===== src/rtl/spi_slave_rx_tx_pkg.sv =====
// Shared types and constants for the SPI slave front end.
package spi_pkg;

  // Default RAM byte width; frames carry two command bits on top of it.
  localparam int DATA_W_DEF = 8;

  // Command field values carried in the top two bits of each frame.
  localparam logic [1:0] CMD_WR_ADDR = 2'b00;
  localparam logic [1:0] CMD_WR_DATA = 2'b01;
  localparam logic [1:0] CMD_RD_ADDR = 2'b10;
  localparam logic [1:0] CMD_RD_DATA = 2'b11;

  typedef enum logic [2:0] {
    IDLE      = 3'd0,
    CHK_CMD   = 3'd1,
    WRITE     = 3'd2,
    READ_ADD  = 3'd3,
    READ_DATA = 3'd4
  } state_e;

  // True for the states in which MOSI bits are shifted into the frame.
  function automatic logic is_shift_state(input state_e s);
    return (s == WRITE) || (s == READ_ADD) || (s == READ_DATA);
  endfunction

endpackage


===== src/rtl/spi_slave_rx_tx_serializer.sv =====
// MISO byte serializer: loads a RAM read byte and shifts it out MSB first,
// one bit per clock, then returns MISO to 0. An abort drops the byte at once.
module spi_tx_serializer
  import spi_pkg::*;
#(
  parameter int DATA_W = DATA_W_DEF
) (
  input  logic              clk,
  input  logic              rst_n,
  input  logic              abort,
  input  logic              load,
  input  logic [DATA_W-1:0] din,
  output logic              miso,
  output logic              busy,
  output logic              last
);

  localparam int CNT_W = (DATA_W > 2) ? $clog2(DATA_W) : 1;
  localparam logic [CNT_W-1:0] CNT_START = CNT_W'(DATA_W - 1);

  logic [CNT_W-1:0]  bits_left;
  logic [DATA_W-1:0] sreg;

  // Final bit is on MISO; the next edge ends the byte.
  assign last = busy && (bits_left == '0);

  // Control: MISO register, busy flag and remaining-bit counter.
  always_ff @(posedge clk) begin
    if (!rst_n) begin
      miso      <= 1'b0;
      busy      <= 1'b0;
      bits_left <= '0;
    end else if (abort) begin
      miso      <= 1'b0;
      busy      <= 1'b0;
      bits_left <= '0;
    end else if (load) begin
      miso      <= din[DATA_W-1];
      busy      <= 1'b1;
      bits_left <= CNT_START;
    end else if (busy) begin
      if (bits_left != '0) begin
        miso      <= sreg[DATA_W-1];
        bits_left <= bits_left - 1'b1;
      end else begin
        miso <= 1'b0;
        busy <= 1'b0;
      end
    end
  end

  // Data: pending bits, pre-shifted so the next bit to send sits at the MSB.
  always_ff @(posedge clk) begin
    if (load) begin
      sreg <= {din[DATA_W-2:0], 1'b0};
    end else if (busy && (bits_left != '0)) begin
      sreg <= {sreg[DATA_W-2:0], 1'b0};
    end
  end

endmodule


===== src/rtl/spi_slave_rx_tx.sv =====
// SPI slave front end for the single-port RAM: deserialises MOSI frames onto
// rx_data/rx_valid and serialises the RAM read byte back out on MISO.
// Optional macro SPI_FRAME_ERR_EN adds a frame_err pulse on aborted transfers.
module spi_slave_rx_tx
  import spi_pkg::*;
#(
  parameter int DATA_W = DATA_W_DEF
) (
  input  logic              clk,
  input  logic              rst_n,
  input  logic              SS_n,
  input  logic              MOSI,
  output logic              MISO,
  output logic [DATA_W+1:0] rx_data,
  output logic              rx_valid,
`ifdef SPI_FRAME_ERR_EN
  output logic              frame_err,
`endif
  input  logic [DATA_W-1:0] tx_data,
  input  logic              tx_valid
);

  localparam int FRAME_W = DATA_W + 2;
  localparam int CNT_W   = $clog2(FRAME_W + 1);
  localparam logic [CNT_W-1:0] CNT_FULL = CNT_W'(FRAME_W);
  localparam logic [CNT_W-1:0] CNT_LAST = CNT_W'(FRAME_W - 1);

  state_e state, state_nxt;

  logic [CNT_W-1:0]   bit_cnt;
  logic [FRAME_W-1:0] shreg;
  logic [FRAME_W-1:0] frame_nxt;
  logic               rd_addr_seen;
  logic               shifting;
  logic               sample;
  logic               last_bit;
  logic               frame_done;
  logic               ser_load;
  logic               ser_busy;
  logic               ser_last;

  assign shifting   = is_shift_state(state);
  // SS_n high on an edge is an abort, so it blocks the sample on that edge.
  assign sample     = shifting && !SS_n && (bit_cnt != CNT_FULL);
  assign last_bit   = sample && (bit_cnt == CNT_LAST);
  assign frame_nxt  = {shreg[FRAME_W-2:0], MOSI};
  assign frame_done = (bit_cnt == CNT_FULL);
  // A read byte is only accepted once the read-data frame has been delivered.
  assign ser_load   = (state == READ_DATA) && frame_done && !SS_n &&
                      tx_valid && !ser_busy;

  // State register.
  always_ff @(posedge clk) begin
    if (!rst_n) begin
      state <= IDLE;
    end else begin
      state <= state_nxt;
    end
  end

  // Next-state logic; SS_n high returns to IDLE ahead of everything else.
  always_comb begin
    state_nxt = state;
    if (SS_n) begin
      state_nxt = IDLE;
    end else begin
      case (state)
        IDLE:    state_nxt = CHK_CMD;
        CHK_CMD: begin
          if (!MOSI) begin
            state_nxt = WRITE;
          end else if (rd_addr_seen) begin
            state_nxt = READ_DATA;
          end else begin
            state_nxt = READ_ADD;
          end
        end
        default: state_nxt = state;
      endcase
    end
  end

  // Frame control: saturating bit counter, frame delivery and read tracking.
  always_ff @(posedge clk) begin
    if (!rst_n) begin
      bit_cnt      <= '0;
      rx_data      <= '0;
      rx_valid     <= 1'b0;
      rd_addr_seen <= 1'b0;
    end else begin
      rx_valid <= last_bit;
      if (SS_n || !shifting) begin
        bit_cnt <= '0;
      end else if (sample) begin
        bit_cnt <= bit_cnt + 1'b1;
      end
      if (last_bit) begin
        rx_data <= frame_nxt;
      end
      if (last_bit && (state == READ_ADD)) begin
        rd_addr_seen <= 1'b1;
      end else if (ser_last && !SS_n) begin
        rd_addr_seen <= 1'b0;
      end
    end
  end

  // Frame assembly shift register, MSB first.
  always_ff @(posedge clk) begin
    if (sample) begin
      shreg <= frame_nxt;
    end
  end

  spi_tx_serializer #(
    .DATA_W (DATA_W)
  ) u_tx_ser (
    .clk   (clk),
    .rst_n (rst_n),
    .abort (SS_n),
    .load  (ser_load),
    .din   (tx_data),
    .miso  (MISO),
    .busy  (ser_busy),
    .last  (ser_last)
  );

`ifdef SPI_FRAME_ERR_EN
  // Abort flag: SS_n rose mid-frame or while a MISO byte was still going out.
  always_ff @(posedge clk) begin
    if (!rst_n) begin
      frame_err <= 1'b0;
    end else begin
      frame_err <= SS_n &&
                   ((shifting && (bit_cnt != '0) && !frame_done) ||
                    (ser_busy && !ser_last));
    end
  end
`endif

endmodule


===== config.mk =====
export PLATFORM = sky130hd
export DESIGN_NAME = spi_slave_rx_tx
export DESIGN_NICKNAME = d
export VERILOG_FILES = /design/src/rtl/spi_slave_rx_tx_pkg.sv /design/src/rtl/spi_slave_rx_tx_serializer.sv /design/src/rtl/spi_slave_rx_tx.sv
export SDC_FILE = /design/constraint.sdc
export NUM_CORES = 1
export LEC_CHECK = 0
export CORE_MARGIN = 8
export CORE_UTILIZATION = 60
export CTS_BUF_LIST = sky130_fd_sc_hd__clkbuf_4
export DETAILED_ROUTE_END_ITERATION = 10
export MAX_ROUTING_LAYER = met4
export PLACE_DENSITY = 0.87
export SLEW_MARGIN = 10
export SYNTH_ARGS = -nofsm -noshare
export SYNTH_HDL_FRONTEND = slang
export SYNTH_SLANG_ARGS = --single-unit

===== constraint.sdc =====
create_clock -name clk -period 4.65 [get_ports clk]
set_input_delay 0.93 -clock clk [delete_from_list [all_inputs] [get_ports clk]]
set_output_delay 0.93 -clock clk [all_outputs]
set_load 0.03 [all_outputs]

== Word level (Yosys, flattened, before mapping) ==
Cells that the tools add are included.

* Output and inout port bits: 12
* Register bits after elaboration: 40
* Input bits: 13
* Memories kept: 0
* Bits in writable memories: 0
* ROM bits: 0
* Bits in latches: 0
* Word-level logic and storage cells: 64

* Equal/unequal tests: 7
* Bitwise logic cells: 1
* $mul: 0
* $add $sub $neg: 2
* Mux-type cells: 16
* Order comparisons: 0
* Reduce and logical (&&, ||, !) cells: 28
* Div/mod/pow operators: 0
* Shifts and indexed selects: 0

{| class="wikitable"
|+ Operator list
! operator !! number
|-
| 8-bit 2-to-1 mux || 2
|-
| 3-bit 2-to-1 mux || 5
|-
| 1-bit logical AND || 11
|-
| 2-bit nonzero test || 5
|-
| 4-bit equality test (second input constant) || 2
|-
| 1-bit 2-to-1 mux || 8
|-
| 3-bit by 2-bit equality test with 1-bit output (second input constant) || 2
|-
| 3-bit logical NOT || 2
|-
| 3-bit one-hot mux with 2 select lines || 1
|-
| 4-bit by 1-bit adder with 4-bit output (second input constant) || 1
|-
| 4-bit inequality test (second input constant) || 1
|-
| 2-bit OR reduction || 2
|-
| 3-bit by 1-bit equality test with 1-bit output (second input constant) || 1
|-
| 3-bit equality test (second input constant) || 1
|-
| 1-bit logical NOT || 3
|-
| 1-bit logical OR || 3
|-
| 3-bit nonzero test || 1
|-
| 3-bit by 1-bit subtractor with 3-bit output (second input constant) || 1
|-
| 2-bit AND reduction || 1
|-
| 1-bit inverter || 1
|}

== Longest topological paths before layout ==
Gate-level depths: netlist of run 1.

* Depth in word-level cells: 8
* Depth in mapped cells: 6
* Mapped depth without buffers: 5

== Modules after synthesis ==
From an unflattened synthesis of run 1, not the netlist that was laid out.

* Cells, all modules: 151
* Area total of the unflattened synthesis: 1,736.7 µm²

{| class="wikitable"
|+ By module, submodules not included
! module !! cells each !! seq. area each (µm²) !! area an instance (µm²) !! times used
|-
| spi_slave_rx_tx || 107 || 650.6 || 1,163.6 || 1
|-
| spi_tx_serializer || 44 || 310.3 || 573.0 || 1
|}

== Worst setup path after synthesis of run 1 ==
No wires, ideal clock.

* Kind: input -> register
* From: input port SS_n
* To: register u_tx_ser.sreg[2], data pin
* Data required time: 4.390 ns
* Buffers on the path: 1
* Setup time: 0.260 ns
* Setup slack: 2.316 ns
* Arrival time: 2.074 ns
* Cell stages on the path: 4
* Cells stage by stage: or3b_4 > nor4_4 > buf_4 > mux2_2

* Longest elaborated chain between the ends: 5

{| class="wikitable"
|+ RTL lines
! element !! line !! source
|-
| from (decl) || spi_slave_rx_tx.sv:11 || <nowiki>input logic SS_n,</nowiki>
|-
| 1-bit logical NOT || spi_slave_rx_tx.sv:49 || <nowiki>assign ser_load = (state == READ_DATA) && frame_done && !SS_n &&</nowiki>
|-
| 1-bit logical AND (2 in series) || spi_slave_rx_tx.sv:49 ||
|-
| 1-bit logical AND || spi_slave_rx_tx.sv:50 || <nowiki>tx_valid && !ser_busy;</nowiki>
|-
| 8-bit 2-to-1 mux || spi_slave_rx_tx_serializer.sv:54 || <nowiki>if (load) begin</nowiki>
|-
| to (signal assigned) || spi_slave_rx_tx_serializer.sv:55 || <nowiki>sreg <= {din[DATA_W-2:0], 1'b0};</nowiki>
|-
| to (signal assigned) || spi_slave_rx_tx_serializer.sv:57 || <nowiki>sreg <= {sreg[DATA_W-2:0], 1'b0};</nowiki>
|-
| to (decl) || spi_slave_rx_tx_serializer.sv:22 || <nowiki>logic [DATA_W-1:0] sreg;</nowiki>
|}

No other way between the ends.
A chain may end at the register's enable or synchronous reset.

== Worst setup path in the final report of run 1 ==
* From: input port SS_n
* To: register u_tx_ser.sreg[5], data pin

The elaborated chain is that of the path after synthesis.

==> impl_metrics.py, run 1 <==
metrics = {
    "clocking": {
        "cts_max_level": 2,
        "ctsResizeCount": 0,
        "cts_setup_buffers": 0,
        "cts_tree": "done",
        "cts.sinks": 40,
        "cts_inserted_buffers": 5,
        "insertion_delay_ns": 0.34,
        "cts_hold_buf": 0,
        "clk_pin_slew_ns": 0.11,
        "clockBufferDepth": 2,
        "cts-root-buf": "clkbuf_4",
    },
    "floorplanning": {
        "start_util_pct": 63.11,
        "core_area_sq_um": 2758,
        "die_x_um": 69.86,
        "io_pins": 25,
        "dieArea_sq_um": 4880,
        "die-height_um": 69.86,
        "num_rows": 19,
    },
    "detailed_routing": {
        "met1_length_mm": 1.401,
        "vias": 1206,
        "via_per_inst": 5.798,
        "drc": 0,
        "top_layer_used": "met4",
        "ant_nets": 0,
        "drtIter0Drc": 48,
        "wl_met3_um": 216,
        "routed-wl-met2_mm": 1.533,
        "wl_per_cell_um": 15.30,
        "wirelength_mm": 3.183,
        "dr.pass1.iters": 4,
    },
    "pwr": {
        "pwr-share-seq_pct": 66.2,
        "intPower_uw": 431.5,
        "p_switching_uw": 121.4,
        "peakVddDrop_v": 0.0002986,
        "power.density_nw_per_um2": 271.1,
        "clockPowerShare_pct": 29.7,
        "swShare_pct": 21.96,
        "combPwrFrac_pct": 4.0,
        "p_leak_nw": 0.6985,
        "p_total_uw": 552.9,
    },
    "timing": {
        "rsz0062_at_grt": "false",
        "tns_ns": 0,
        "maxSlewHeadroom_pct": 33.45,
        "setup-violations-final": 0,
        "hold_viol": 0,
        "min_period_ns": 2.735,
        "tightest_slew_ns": 0.9983,
        "clock_skew_ns": 0.006859,
        "timing.fmax_mhz": 365.6,
        "post-route-period-util_pct": 58.83,
        "slew_viol_final": 0,
    },
    "logic_synthesis": {
        "async_flop_share_pct": 0,
        "yosysTopAreaCell": "dfxtp_1",
        "synth_edf_count": 16,
        "synth_top_flop_cell": "dfxtp_1",
        "synthTopCellsByCount": "dfxtp_1, nand2_1, edfxtp_1",
        "syn_area_sq_um": 1740,
        "synth.area.top_cells": "dfxtp_1, edfxtp_1, mux2i_1",
        "ys.warnings.count": 0,
        "ys_types": 39,
        "synth_nets": 169,
        "synth_seq_area_share_pct": 55.21,
        "avgSynthCellArea_sq_um": 11.53,
        "synth_top_area_share_pct": 27.61,
        "synth_cells": 151,
        "ys_seq_elements": 40,
    },
    "global_routing": {
        "gr-total-overflow": 0,
        "grt_max_degree": 26,
        "grt_pass1_wl_mm": 5.361,
        "antenna_found_initial": 0,
        "grt_usage_pct": 13.52,
        "grt_pass1_vias": 1223,
    },
    "finish": {
        "seqCellArea_sq_um": 960.9,
        "final_nets": 195,
        "fillers": 196,
        "diodes": 0,
        "multiInputGateArea_sq_um": 723.2,
        "drive_gt1_share_pct": 10.17,
        "finish.utilization_pct": 73.96,
        "syn_to_final_growth_pct": 17.18,
    },
    "run_status": {
        "status": "finished, final reports clean",
    },
    "critical_path": {
        "path_class": "primary input to register",
        "cp_max_fo": 11,
        "cp-start-kind": "primary input",
        "cp-end-kind": "register",
        "required_ns": 4.76,
        "cp.arrival_ns": 2.84,
    },
    "placement": {
        "io_buffers": 24,
        "place.gp.congestion": 0.8127,
        "dpl.hpwl_mm": 2.356,
    },
    "flow_run": {
        "cap_violations": 0,
    },
    "min_path": {
        "hold_class": "register to register",
    },
}
[worst max-delay path, cell delays in order]
cell and delay (ns):
clkdlybuf4s50_1 0.49, or3b_4 0.45, nor4_4 0.56, mux2_2 0.41
[final timing paths]
kind              startpoint                to  slack [ns]  cells past startpoint
setup / recovery        SS_n  u_tx_ser.sreg[5]        1.91                      4
hold / removal      shreg[1]          shreg[2]        0.47                      0
setup reg to reg  bit_cnt[0]  u_tx_ser.sreg[5]        2.50                      5
hold reg to reg     shreg[1]          shreg[2]        0.47                      0
[power groups by stage]
stage | combinational (mW) | clock (mW) | sequential, mW
5_1_grt | 0.0241 | 0.185 | 0.367
6_report | 0.0222 | 0.164 | 0.366
4_1_cts | 0.0222 | 0.173 | 0.366
3_5_place_dp | 0.0221 | 0 | 0.374
3_3_place_gp | 0.0211 | 0 | 0.374
2_1_floorplan | 0.00868 | 0 | 0.374
[cells by family (layout without fill, tap and decap cells)]
logic type | count (synthesis) | in the layout | share of synthesized area [%]
simple gates | 59 | 59 | 19.27
flops | 40 | 40 | 55.21
compound gates | 17 | 17 | 8.053
mux | 16 | 16 | 9.633
buf+inv | 12 | 38 | 3.235
fa+ha+maj | 5 | 5 | 3.595
xor+xnor | 2 | 2 | 1.007
[routing by layer]
metal / vias to the layer above / global-route usage (%)
li1: 585 / -
met1: 582 / 13.72
met2: 35 / 23.15
met3: 4 / 6.215
met4: 0 / 3.348
met5: - / -
[flip-flops by register name, summed over array words and instances, names as in the netlist]
| name | count |
|---|---|
| shreg | 9 |
| rx_data | 10 |
| u_tx_ser.busy | 1 |
| u_tx_ser.bits_left | 3 |
| u_tx_ser.sreg | 7 |
| state | 3 |
| u_tx_ser.miso | 1 |
| bit_cnt | 4 |
| rd_addr_seen | 1 |
| rx_valid | 1 |
[per-stage QoR]
stage	cells	setup WS [ns]	hold WS (ns)	area, sq um
floorplan	151	2.316	0.4262	1740
global placement	201	1.596	0.4380	1989
detailed placement	201	1.548	0.4359	1989
CTS	208	1.945	0.4694	2039
global route	208	1.851	0.4813	2039
finish	208	1.915	0.4651	2039
[placed cells by master (no fill, tap or decap), types with 2 or more instances in the layout]
cell type / instances
nor2_1: 5
clkbuf_4: 5
inv_1: 7
ha_1: 5
nand3b_1: 3
nand3_1: 3
dfxtp_1: 24
mux2_2: 6
mux2i_1: 10
and4b_1: 2
o21ai_0: 2
and2_1: 3
nand4_1: 2
or3b_4: 2
clkdlybuf4s50_1: 24
nand2_1: 24
nand2b_1: 7
a31oi_1: 3
o31a_1: 2
edfxtp_1: 16
a21oi_1: 3
[area by class of cell]
cell class                 instances  area share (%)
clock buffer                       5           1.840
timing repair buffer              24           11.78
multi-input combinational         99           35.46
sequential                        40           47.12
inverter                           7           1.288
clock inverter                     2          0.6135
tap                               31           1.902
Power figures use the tool's default switching activity.
==> inputs of run 2 (changes only) <==
Settings changed: CORE_UTILIZATION 60 to 50, PLACE_DENSITY 0.87 to 0.77.
Clock period 4.65 ns to 2.34 ns, I/O delays scaled along.
==> run 2 against run 1 <==
Flip-flop and latch count unchanged. Final cell count increased by 11%. Sequential power increased by 99%. Clock-buffer cell count unchanged. Clock power increased to 2.8 times the previous value. Die area increased by 15%. Final area increased by 5.4%. Wire length decreased by 0.94%. Global-route usage decreased by 0.36 points.
==> impl_metrics.py, run 2 (synthesis results as in run 1) <==
metrics = {
    "timing": {
        "hold_viol": 0,
        "rsz0062_at_grt": "false",
        "slew_viol_final": 0,
        "whs_ns": 0.4644,
        "post-route-period-util_pct": 83.71,
        "tightest_slew_ns": 0.5047,
        "maxSlewHeadroom_pct": 65.88,
        "tns_ns": 0,
        "clock_skew_ns": 0.01297,
        "timing.fmax_mhz": 510.5,
        "setup-violations-final": 0,
        "min_period_ns": 1.959,
    },
    "global_routing": {
        "gr-total-overflow": 0,
        "grt_pass1_wl_mm": 5.540,
        "busiest_layer": "met2",
        "grt_pass1_vias": 1258,
        "use_met2_pct": 22.17,
        "grt.met3_usage_pct": 5.193,
        "grt_usage_pct": 13.16,
        "grtUsageMet1_pct": 13.83,
        "grt_max_degree": 22,
        "antenna_found_initial": 0,
    },
    "clocking": {
        "cts_setup_buffers": 0,
        "cts.sinks": 40,
        "ctsResizeCount": 0,
        "clk_pin_slew_ns": 0.13,
        "cts-root-buf": "clkbuf_4",
        "cts_max_level": 2,
        "cts_tree": "done",
        "cts_inserted_buffers": 5,
        "clockBufferDepth": 2,
        "insertion_delay_ns": 0.35,
        "cts_hold_buf": 0,
    },
    "critical_path": {
        "cp-start-kind": "register",
        "path_class": "register to register",
        "cp.arrival_ns": 2.07,
        "cp_cell_sequence": "ha_1 > nand2_1 > nor4_4 > buf_4 > mux2_2",
        "cp_max_fo": 11,
        "crit_buf_inv": 1,
        "cp-end-kind": "register",
        "slowest_delay_ns": 0.44,
        "cpLargestDelayFamily": "flip-flops",
        "critPathSlowestCell": "dfxtp_1",
        "r2r_setup_slack_ns": 0.38,
        "required_ns": 2.45,
    },
    "finish": {
        "layout_common_cells": "nand2_1, dfxtp_1, clkdlybuf4s50_1",
        "diodes": 0,
        "largest_reg_flops": 10,
        "final_nets": 201,
        "finalInstanceArea_sq_um": 2150,
        "drive_gt1_share_pct": 13.59,
        "reg_top3": "rx_data (10), shreg (9), u_tx_ser.sreg (7)",
        "finish.utilization_pct": 64.42,
        "regMostFlops": "rx_data",
        "syn_to_final_growth_pct": 23.51,
    },
    "pwr": {
        "p_leak_nw": 0.7460,
        "power.density_nw_per_um2": 577.4,
        "peakVddDrop_v": 0.0003966,
    },
    "detailed_routing": {
        "ant_nets": 0,
        "dr.pass1.iters": 4,
        "wl_per_cell_um": 13.71,
        "drtIter0Drc": 39,
        "wirelength_mm": 3.153,
        "vias": 1184,
        "drc": 0,
        "via_per_inst": 5.148,
    },
    "floorplanning": {
        "io_pins": 25,
        "die_x_um": 75,
        "die-height_um": 75,
        "dieArea_sq_um": 5625,
        "core_area_sq_um": 3337,
        "num_rows": 21,
        "start_util_pct": 52.16,
    },
    "flow_run": {
        "cap_violations": 0,
    },
    "min_path": {
        "hold_class": "register to register",
    },
    "run_status": {
        "status": "finished, final reports clean",
    },
    "placement": {
        "place.gp.congestion": 0.7936,
        "dpl.hpwl_mm": 2.472,
        "place_area_sq_um": 2066,
        "io_buffers": 24,
    },
}
[run 2: metrics by stage]
stage	worst slack [ns]	power (mW)	std cells
floorplan	0.4681	0.7596	151
global placement	0.04220	0.7886	222
detailed placement	0.01476	0.7908	222
CTS	0.3809	1.259	230
global route	0.2534	1.287	230
finish	0.3812	1.241	230
[run 2: worst register-to-register path, cell delays in order, from the launching register on]
cell	delay [ns]
dfxtp_1	0.44
ha_1	0.34
nand2_1	0.13
nor4_4	0.26
buf_4	0.22
mux2_2	0.34
[run 2: layer usage]
metal | part of all wire, % | vias to the layer above | wire (um)
met5 | 0 | - | 0
met4 | 0.98 | 0 | 31
met3 | 6.3 | 4 | 199
met2 | 51 | 25 | 1610
met1 | 42 | 557 | 1311
li1 | - | 598 | -
[run 2: power breakdown]
part | leakage [nW] | switching (mW) | total, mW | internal (mW)
Sequential | 0.349 | 0.00421 | 0.728 | 0.724
Clock | 0.0418 | 0.238 | 0.466 | 0.228
Combinational | 0.355 | 0.0199 | 0.0467 | 0.0268
Total | 0.746 | 0.262 | 1.24 | 0.979
[run 2: final cells by class]
| class | instances | area, sq um |
|---|---|---|
| fillers | 298 | 1187 |
| inverters | 7 | 26.28 |
| well taps | 46 | 57.56 |
| repair buffers | 30 | 297.8 |
| multi-input cells | 99 | 723.2 |
| clock buffers | 5 | 37.54 |
| flip-flops and latches | 40 | 960.9 |
| clock inverters | 3 | 46.29 |
[run 2: path summary, 6_finish.rpt]
check / startpoint / cells after the start / endpoint
max: bit_cnt[1] / 5 / u_tx_ser.sreg[6]
min: rx_data[3] / 2 / rx_data[3]
min reg2reg: rx_data[3] / 2 / rx_data[3]
max reg2reg: bit_cnt[1] / 5 / u_tx_ser.sreg[6]
